$ cat src/rtl/mem_port_arbiter.sv
// Arbiter sharing one fixed-latency single-port memory between the fetch (IF) and data (DM) ports.
// Define ARB_RR_EN to resolve simultaneous requests round-robin instead of fixed DM priority.
module mem_port_arbiter #(
    parameter int ADDR_W  = 32,
    parameter int DATA_W  = 32,
    parameter int MEM_LAT = 2
) (
    input  logic              clk,
    input  logic              reset_in,
    input  logic              if_req_in,
    input  logic [ADDR_W-1:0] if_addr_in,
    output logic              if_gnt_out,
    output logic              if_valid_out,
    output logic [DATA_W-1:0] if_rdata_out,
    input  logic              dm_req_in,
    input  logic              dm_we_in,
    input  logic [ADDR_W-1:0] dm_addr_in,
    input  logic [DATA_W-1:0] dm_wdata_in,
    output logic              dm_gnt_out,
    output logic              dm_valid_out,
    output logic [DATA_W-1:0] dm_rdata_out,
    output logic              mem_en_out,
    output logic              mem_we_out,
    output logic [ADDR_W-1:0] mem_addr_out,
    output logic [DATA_W-1:0] mem_wdata_out,
    input  logic [DATA_W-1:0] mem_rdata_in,
    output logic              stall_out,
    output logic              dbg_state_out
);

    typedef enum logic {
        ST_IDLE = 1'b0,
        ST_WAIT = 1'b1
    } state_e;

    localparam int            CW    = $clog2(MEM_LAT + 1);
    localparam logic [CW-1:0] LAT_C = CW'(MEM_LAT);
    localparam logic [CW-1:0] ONE_C = CW'(1);

    state_e            state_q, state_d;
    logic [CW-1:0]     cnt_q, cnt_d;
    logic              owner_q, owner_d;   // 0 = IF, 1 = DM
    logic              we_q, we_d;         // granted access is a store
    logic              if_valid_q, if_valid_d;
    logic              dm_valid_q, dm_valid_d;
    logic [DATA_W-1:0] if_rdata_q, if_rdata_d;
    logic [DATA_W-1:0] dm_rdata_q, dm_rdata_d;
    logic              pick_dm;

`ifdef ARB_RR_EN
    // Last winner of a contended grant: 0 = IF, 1 = DM.
    logic last_q, last_d;

    always_comb begin
        pick_dm = dm_req_in & (~if_req_in | ~last_q);
        last_d  = last_q;
        if (state_q == ST_IDLE && if_req_in && dm_req_in) begin
            last_d = pick_dm;
        end
    end

    always_ff @(posedge clk or negedge reset_in) begin
        if (!reset_in) begin
            last_q <= 1'b0;
        end else begin
            last_q <= last_d;
        end
    end
`else
    always_comb begin
        pick_dm = dm_req_in;
    end
`endif

    always_comb begin
        state_d       = state_q;
        cnt_d         = cnt_q;
        owner_d       = owner_q;
        we_d          = we_q;
        if_valid_d    = 1'b0;
        dm_valid_d    = 1'b0;
        if_rdata_d    = if_rdata_q;
        dm_rdata_d    = dm_rdata_q;
        if_gnt_out    = 1'b0;
        dm_gnt_out    = 1'b0;
        mem_en_out    = 1'b0;
        mem_we_out    = 1'b0;
        mem_addr_out  = '0;
        mem_wdata_out = '0;

        case (state_q)
            ST_IDLE: begin
                if (if_req_in || dm_req_in) begin
                    state_d    = ST_WAIT;
                    cnt_d      = LAT_C;
                    owner_d    = pick_dm;
                    mem_en_out = 1'b1;
                    if (pick_dm) begin
                        dm_gnt_out    = 1'b1;
                        mem_we_out    = dm_we_in;
                        mem_addr_out  = dm_addr_in;
                        mem_wdata_out = dm_wdata_in;
                        we_d          = dm_we_in;
                    end else begin
                        if_gnt_out    = 1'b1;
                        mem_addr_out  = if_addr_in;
                        we_d          = 1'b0;
                    end
                end
            end
            ST_WAIT: begin
                cnt_d = cnt_q - ONE_C;
                // Final wait cycle: memory data is valid now, capture it for the owner.
                if (cnt_q == ONE_C) begin
                    state_d = ST_IDLE;
                    if (owner_q) begin
                        dm_valid_d = 1'b1;
                        if (!we_q) begin
                            dm_rdata_d = mem_rdata_in;
                        end
                    end else begin
                        if_valid_d = 1'b1;
                        if_rdata_d = mem_rdata_in;
                    end
                end
            end
            default: begin
                state_d = ST_IDLE;
            end
        endcase
    end

    always_ff @(posedge clk or negedge reset_in) begin
        if (!reset_in) begin
            state_q    <= ST_IDLE;
            cnt_q      <= '0;
            owner_q    <= 1'b0;
            we_q       <= 1'b0;
            if_valid_q <= 1'b0;
            dm_valid_q <= 1'b0;
            if_rdata_q <= '0;
            dm_rdata_q <= '0;
        end else begin
            state_q    <= state_d;
            cnt_q      <= cnt_d;
            owner_q    <= owner_d;
            we_q       <= we_d;
            if_valid_q <= if_valid_d;
            dm_valid_q <= dm_valid_d;
            if_rdata_q <= if_rdata_d;
            dm_rdata_q <= dm_rdata_d;
        end
    end

    assign if_valid_out  = if_valid_q;
    assign dm_valid_out  = dm_valid_q;
    assign if_rdata_out  = if_rdata_q;
    assign dm_rdata_out  = dm_rdata_q;
    assign stall_out     = (state_q == ST_WAIT) | if_req_in | dm_req_in;
    assign dbg_state_out = (state_q == ST_WAIT);

endmodule

$ cat config.mk
export PLATFORM = sky130hd
export DESIGN_NAME = mem_port_arbiter
export DESIGN_NICKNAME = d
export VERILOG_FILES = /design/src/rtl/mem_port_arbiter.sv
export SDC_FILE = /design/constraint.sdc
export NUM_CORES = 1
export LEC_CHECK = 0
export CAP_MARGIN = 25
export CELL_PAD_IN_SITES_DETAIL_PLACEMENT = 1
export CELL_PAD_IN_SITES_GLOBAL_PLACEMENT = 1
export CORE_ASPECT_RATIO = 1.75
export CORE_MARGIN = 2
export CORE_UTILIZATION = 25
export CTS_CLUSTER_SIZE = 16
export DETAILED_ROUTE_END_ITERATION = 10
export MAX_ROUTING_LAYER = met4
export PLACE_DENSITY_LB_ADDON = 0.1
export SKIP_CTS_REPAIR_TIMING = 1
export SLEW_MARGIN = 20
export SYNTH_ARGS = -nofsm -noshare
export SYNTH_HDL_FRONTEND = slang
export SYNTH_SLANG_ARGS = --single-unit
$ cat constraint.sdc
create_clock -name clk -period 2.1 [get_ports clk]
set_input_delay 0.63 -clock clk [delete_from_list [all_inputs] [get_ports clk]]
set_output_delay 0.63 -clock clk [all_outputs]
set_load 0.02 [all_outputs]
Word level (Yosys, flattened, before mapping)
Index checks and enable logic that the tools add are counted.
{"block": "totals", "input_bits": 133, "out_inout_bits": 136, "ff_bits": 71, "word_cells": 47}
{"block": "classes", "n_eq_ne": 2, "bitwise_logic": 5, "n_reduce_logical": 4, "n_addsub": 1, "n_mux": 27}
{"operator": "$mux W32", "count": 6}
{"operator": "$mux W1", "count": 18}
{"operator": "$pmux W2 S2", "count": 1}
{"operator": "$reduce_and A4 Y1", "count": 1}
{"operator": "$not A1 Y1", "count": 3}
{"operator": "$reduce_and A3 Y1", "count": 1}
{"operator": "$eq A2 B1 Y1 const B", "count": 1}
{"operator": "$mux W2", "count": 1}
{"operator": "$ne A2 B2 Y1 const B", "count": 1}
{"operator": "$or A1 B1 Y1", "count": 2}
{"operator": "$pmux W1 S2", "count": 1}
{"operator": "$reduce_and A2 Y1", "count": 1}
{"operator": "$sub A2 B1 Y2 const B", "count": 1}
{"operator": "$logic_or A1 B1 Y1", "count": 1}

Longest topological paths before layout
{"block": "logic_depth", "ltp_word": 3, "ltp_mapped": 5, "depth_no_buf": 4}

Least setup slack after synthesis
Ideal clock, no wire load.
{"block": "synth_timing", "kind": "input to output", "from": "input port if_req_in", "to": "output port mem_addr_out[10]", "n_path_buf": 2, "slack_ps": -65, "arrival_ps": 1535, "path_stages": 4, "path_cell_list": "buf_2 -> clkbuf_1 -> nand3b_1 -> a21oi_1"}
{"block": "synth_via", "elab_chain_len": 3}
{"element": "start: declaration", "line_no": "10", "source": "input logic if_req_in,"}
{"element": "$logic_or A1 B1 Y1", "line_no": "93", "source": "if (if_req_in || dm_req_in) begin"}
{"element": "$mux W32", "line_no": "93"}
{"element": "$mux W32", "line_no": "91", "source": "case (state_q)"}
{"element": "end: declaration", "line_no": "24", "source": "output logic [ADDR_W-1:0] mem_addr_out,"}
Every way passes these cells.

Worst setup path in the final report
{"block": "layout_timing", "from": "input port if_addr_in[14]", "to": "output port mem_addr_out[14]"}
{"block": "layout_via", "elab_chain_len": 3}
{"element": "start: declaration", "line_no": "11", "source": "input logic [ADDR_W-1:0] if_addr_in,"}
{"element": "$mux W32", "line_no": "98", "source": "if (pick_dm) begin"}
{"element": "$mux W32", "line_no": "93"}
{"element": "$mux W32", "line_no": "91"}
Every way passes these cells.

==> impl_metrics.json <==
{
  "outcome": "finished, violations left",
  "violations": "negative setup slack",
  "period_needed_ps": 2100,
  "crit_start": "if_addr_in[14]",
  "p_int_uw": 5740,
  "synth-edff-count": 0,
  "finalCritPeriodShare": 1.00,
  "drive_above_1_share": 0.405,
  "cts_tree": "built",
  "holdWs_ps": 288,
  "path_class": "in -> out",
  "start_util": 0.255,
  "grt_pass1_wl_um": 20100,
  "synth_cells": 310,
  "max_slew.worst_pin.slew_ps": 533,
  "dieArea_um2": 15600,
  "p_sw_frac": 0.356,
  "path_clk_slew_ps": 50,
  "drv_cap": 0,
  "vdd_drop_max_mv": 0.497,
  "p_clk_frac": 0.167,
  "slew_headroom": 0.645,
  "nets": 731,
  "worstReg2RegStart": "cnt_q[1]$_DFFE_PN0P_",
  "postRouteAntennaNets": 0,
  "seqPwrFrac": 0.276,
  "clk_latency_ps": 330,
  "drt-pass1-iter-count": 6,
  "coreArea_um2": 14300,
  "vias": 3531,
  "grt_overflow_total": 0,
  "r2r_setup_slack_ps": 280,
  "final.fill_count": 1486,
  "finClkSkew_ps": 6.32,
  "fin_util": 0.524,
  "cp.required_ps": 1470,
  "p_per_area_nw_per_um2": 1190,
  "clock.fmax_ghz": 0.476,
  "die_h_um": 164,
  "seq_area_frac_synth": 0.487,
  "grt_pass1_vias": 3885,
  "synthArstFlopShare": 1.00,
  "wl_per_cell_um": 18.5,
  "finalHoldViolCount": 0,
  "syn-cell-area_um2": 3650,
  "synth-seq-cells": 71,
  "routed_via_density": 4.51,
  "setup.worst_path.start_class": "primary input",
  "finalMaxSlewViolations": 0,
  "synth_fp_nets": 444,
  "cts_max_path_buffers": 2,
  "timing.rr.end": "if_rdata_out[5]$_DFFE_PN0P_",
  "setup_total_negative_slack_ps": -0.527,
  "io_pins": 269,
  "reg2reg_depth": 4,
  "drc": 0,
  "synth_top_area_cell": "dfrtp_1",
  "power_frac_comb": 0.557,
  "antenna_found_initial": 1,
  "clock_sinks": 71,
  "cts_root_buf": "clkbuf_16",
  "hold_path_class": "in -> async",
  "ys_warn_count": 0,
  "endpoint_kind": "output port",
  "place_hpwl_um": 10600,
  "finalSetupViolCount": 1,
  "die_w_um": 95.3,
  "drtIter0Drc": 83,
  "p_switching_uw": 3180,
  "rows": 58,
  "register_area_um2": 1780,
  "grt_max_degree": 43,
  "netlist.area_leader.share": 0.487,
  "crit_end": "mem_addr_out[14]",
  "cts_buffers": 9,
  "synthToLayoutAreaGrowth_pct": 105,
  "synth.top_cells.by_area": "dfrtp_1 49%, mux2_4 12%, mux2_2 10%",
  "synth.most_common_cell": "dfrtp_1",
  "cts_max_level": 3,
  "setup_ws_ps": -0.527,
  "multi_input_area_um2": 1890,
  "path_max_fanout": 1,
  "rsz0062_at_grt": "true",
  "synth.distinct_cells": 25,
  "gp_congestion": 0.742,
  "crit_arrival_ps": 1470,
  "syn-mean-instance-area_um2": 11.8,
  "p_leak_uw": 0.00364,
  "synth_ff_type": "dfrtp_1",
  "totalWireLength_um": 14500,
  "port_buffers": 268,
  "grt_util_all_layers": 0.173,
  "ys_top_cells_by_count": "71 x dfrtp_1, 34 x a21oi_1, 33 x and2_1, 33 x mux2_2"
}
-- worst max-delay path, stage by stage --
cell and delay (ps):
clkdlybuf4s50_1 460, nand3b_1 90, a21oi_2 150, buf_6 140
-- power by group through the flow --
stage | logic [µW] | clock network (µW) | registers, µW
detailed placement | 4850 | 0 | 2490
floorplan | 1730 | 0 | 3240
CTS | 4870 | 1540 | 2480
finish | 4970 | 1490 | 2470
global route | 5250 | 1600 | 2570
global placement | 4790 | 0 | 2450
-- per-layer routing --
metal,vias to the layer above,part of all wire,GRT usage
li1,1633,-,-
met1,1714,0.34,0.176
met2,169,0.55,0.309
met3,15,0.095,0.0546
met4,0,0.019,0.0553
met5,-,0,-
-- cell families after synthesis --
| group | count (synthesis) | share of synthesized area |
|---|---|---|
| AO/OA/AOI/OAI | 37 | 0.0531 |
| adder cells (fa/ha/maj) | 1 | 0.00343 |
| buffers and inverters | 31 | 0.0487 |
| flip-flops | 71 | 0.487 |
| multiplexers | 65 | 0.231 |
| AND/OR/NAND/NOR | 105 | 0.177 |
-- placed cells by master, fill, tap and decap left out, drive strengths merged, types with 2 or more instances in the layout --
cell | synthesis | routed
clkdlybuf4s50 | 0 | 152
nand3b | 33 | 33
buf | 18 | 93
mux2 | 65 | 65
clkinv | 0 | 3
dlymetal6s2s | 0 | 46
clkbuf | 8 | 20
nand2 | 32 | 32
dfrtp | 71 | 71
and2 | 33 | 33
a21oi | 34 | 34
inv | 5 | 6
clkinvlp | 0 | 2
-- sequential cells by signal (all words and copies together), names as in the netlist --
name,count
we_q,1
if_rdata_out,32
dm_valid_out,1
cnt_q,2
owner_q,1
dbg_state_out,1
dm_rdata_out,32
if_valid_out,1
-- worst min-delay path by stage --
stage / start / to / cells past startpoint
2_1_floorplan: reset_in / cnt_q[0]$_DFFE_PN0P_ / 0
3_3_place_gp: if_rdata_out[5]$_DFFE_PN0P_ / if_rdata_out[5]$_DFFE_PN0P_ / 1
3_5_place_dp: if_rdata_out[5]$_DFFE_PN0P_ / if_rdata_out[5]$_DFFE_PN0P_ / 1
4_1_cts: reset_in / if_rdata_out[13]$_DFFE_PN0P_ / 1
5_1_grt: reset_in / if_rdata_out[4]$_DFFE_PN0P_ / 1
6_report: reset_in / if_rdata_out[4]$_DFFE_PN0P_ / 1
-- metrics by stage --
step,instances,cell area (µm²),power (µW),worst slack [ps]
6_report,783,7490,8920,-0.527
5_1_grt,783,7490,9420,-57.8
4_1_cts,772,7070,8890,-828
3_5_place_dp,756,6770,7340,-826
3_3_place_gp,756,6770,7240,-783
2_1_floorplan,310,3760,4970,24.2
-- area by class of cell --
cell class,instances,area share
multi-input cells,208,0.252
flip-flops and latches,71,0.237
inverters,5,0.00250
well taps,180,0.0301
diodes,1,0.000334
clock inverters,7,0.00968
clock buffers,9,0.0301
repair buffers,302,0.438
(Power assumes the default switching activity.)
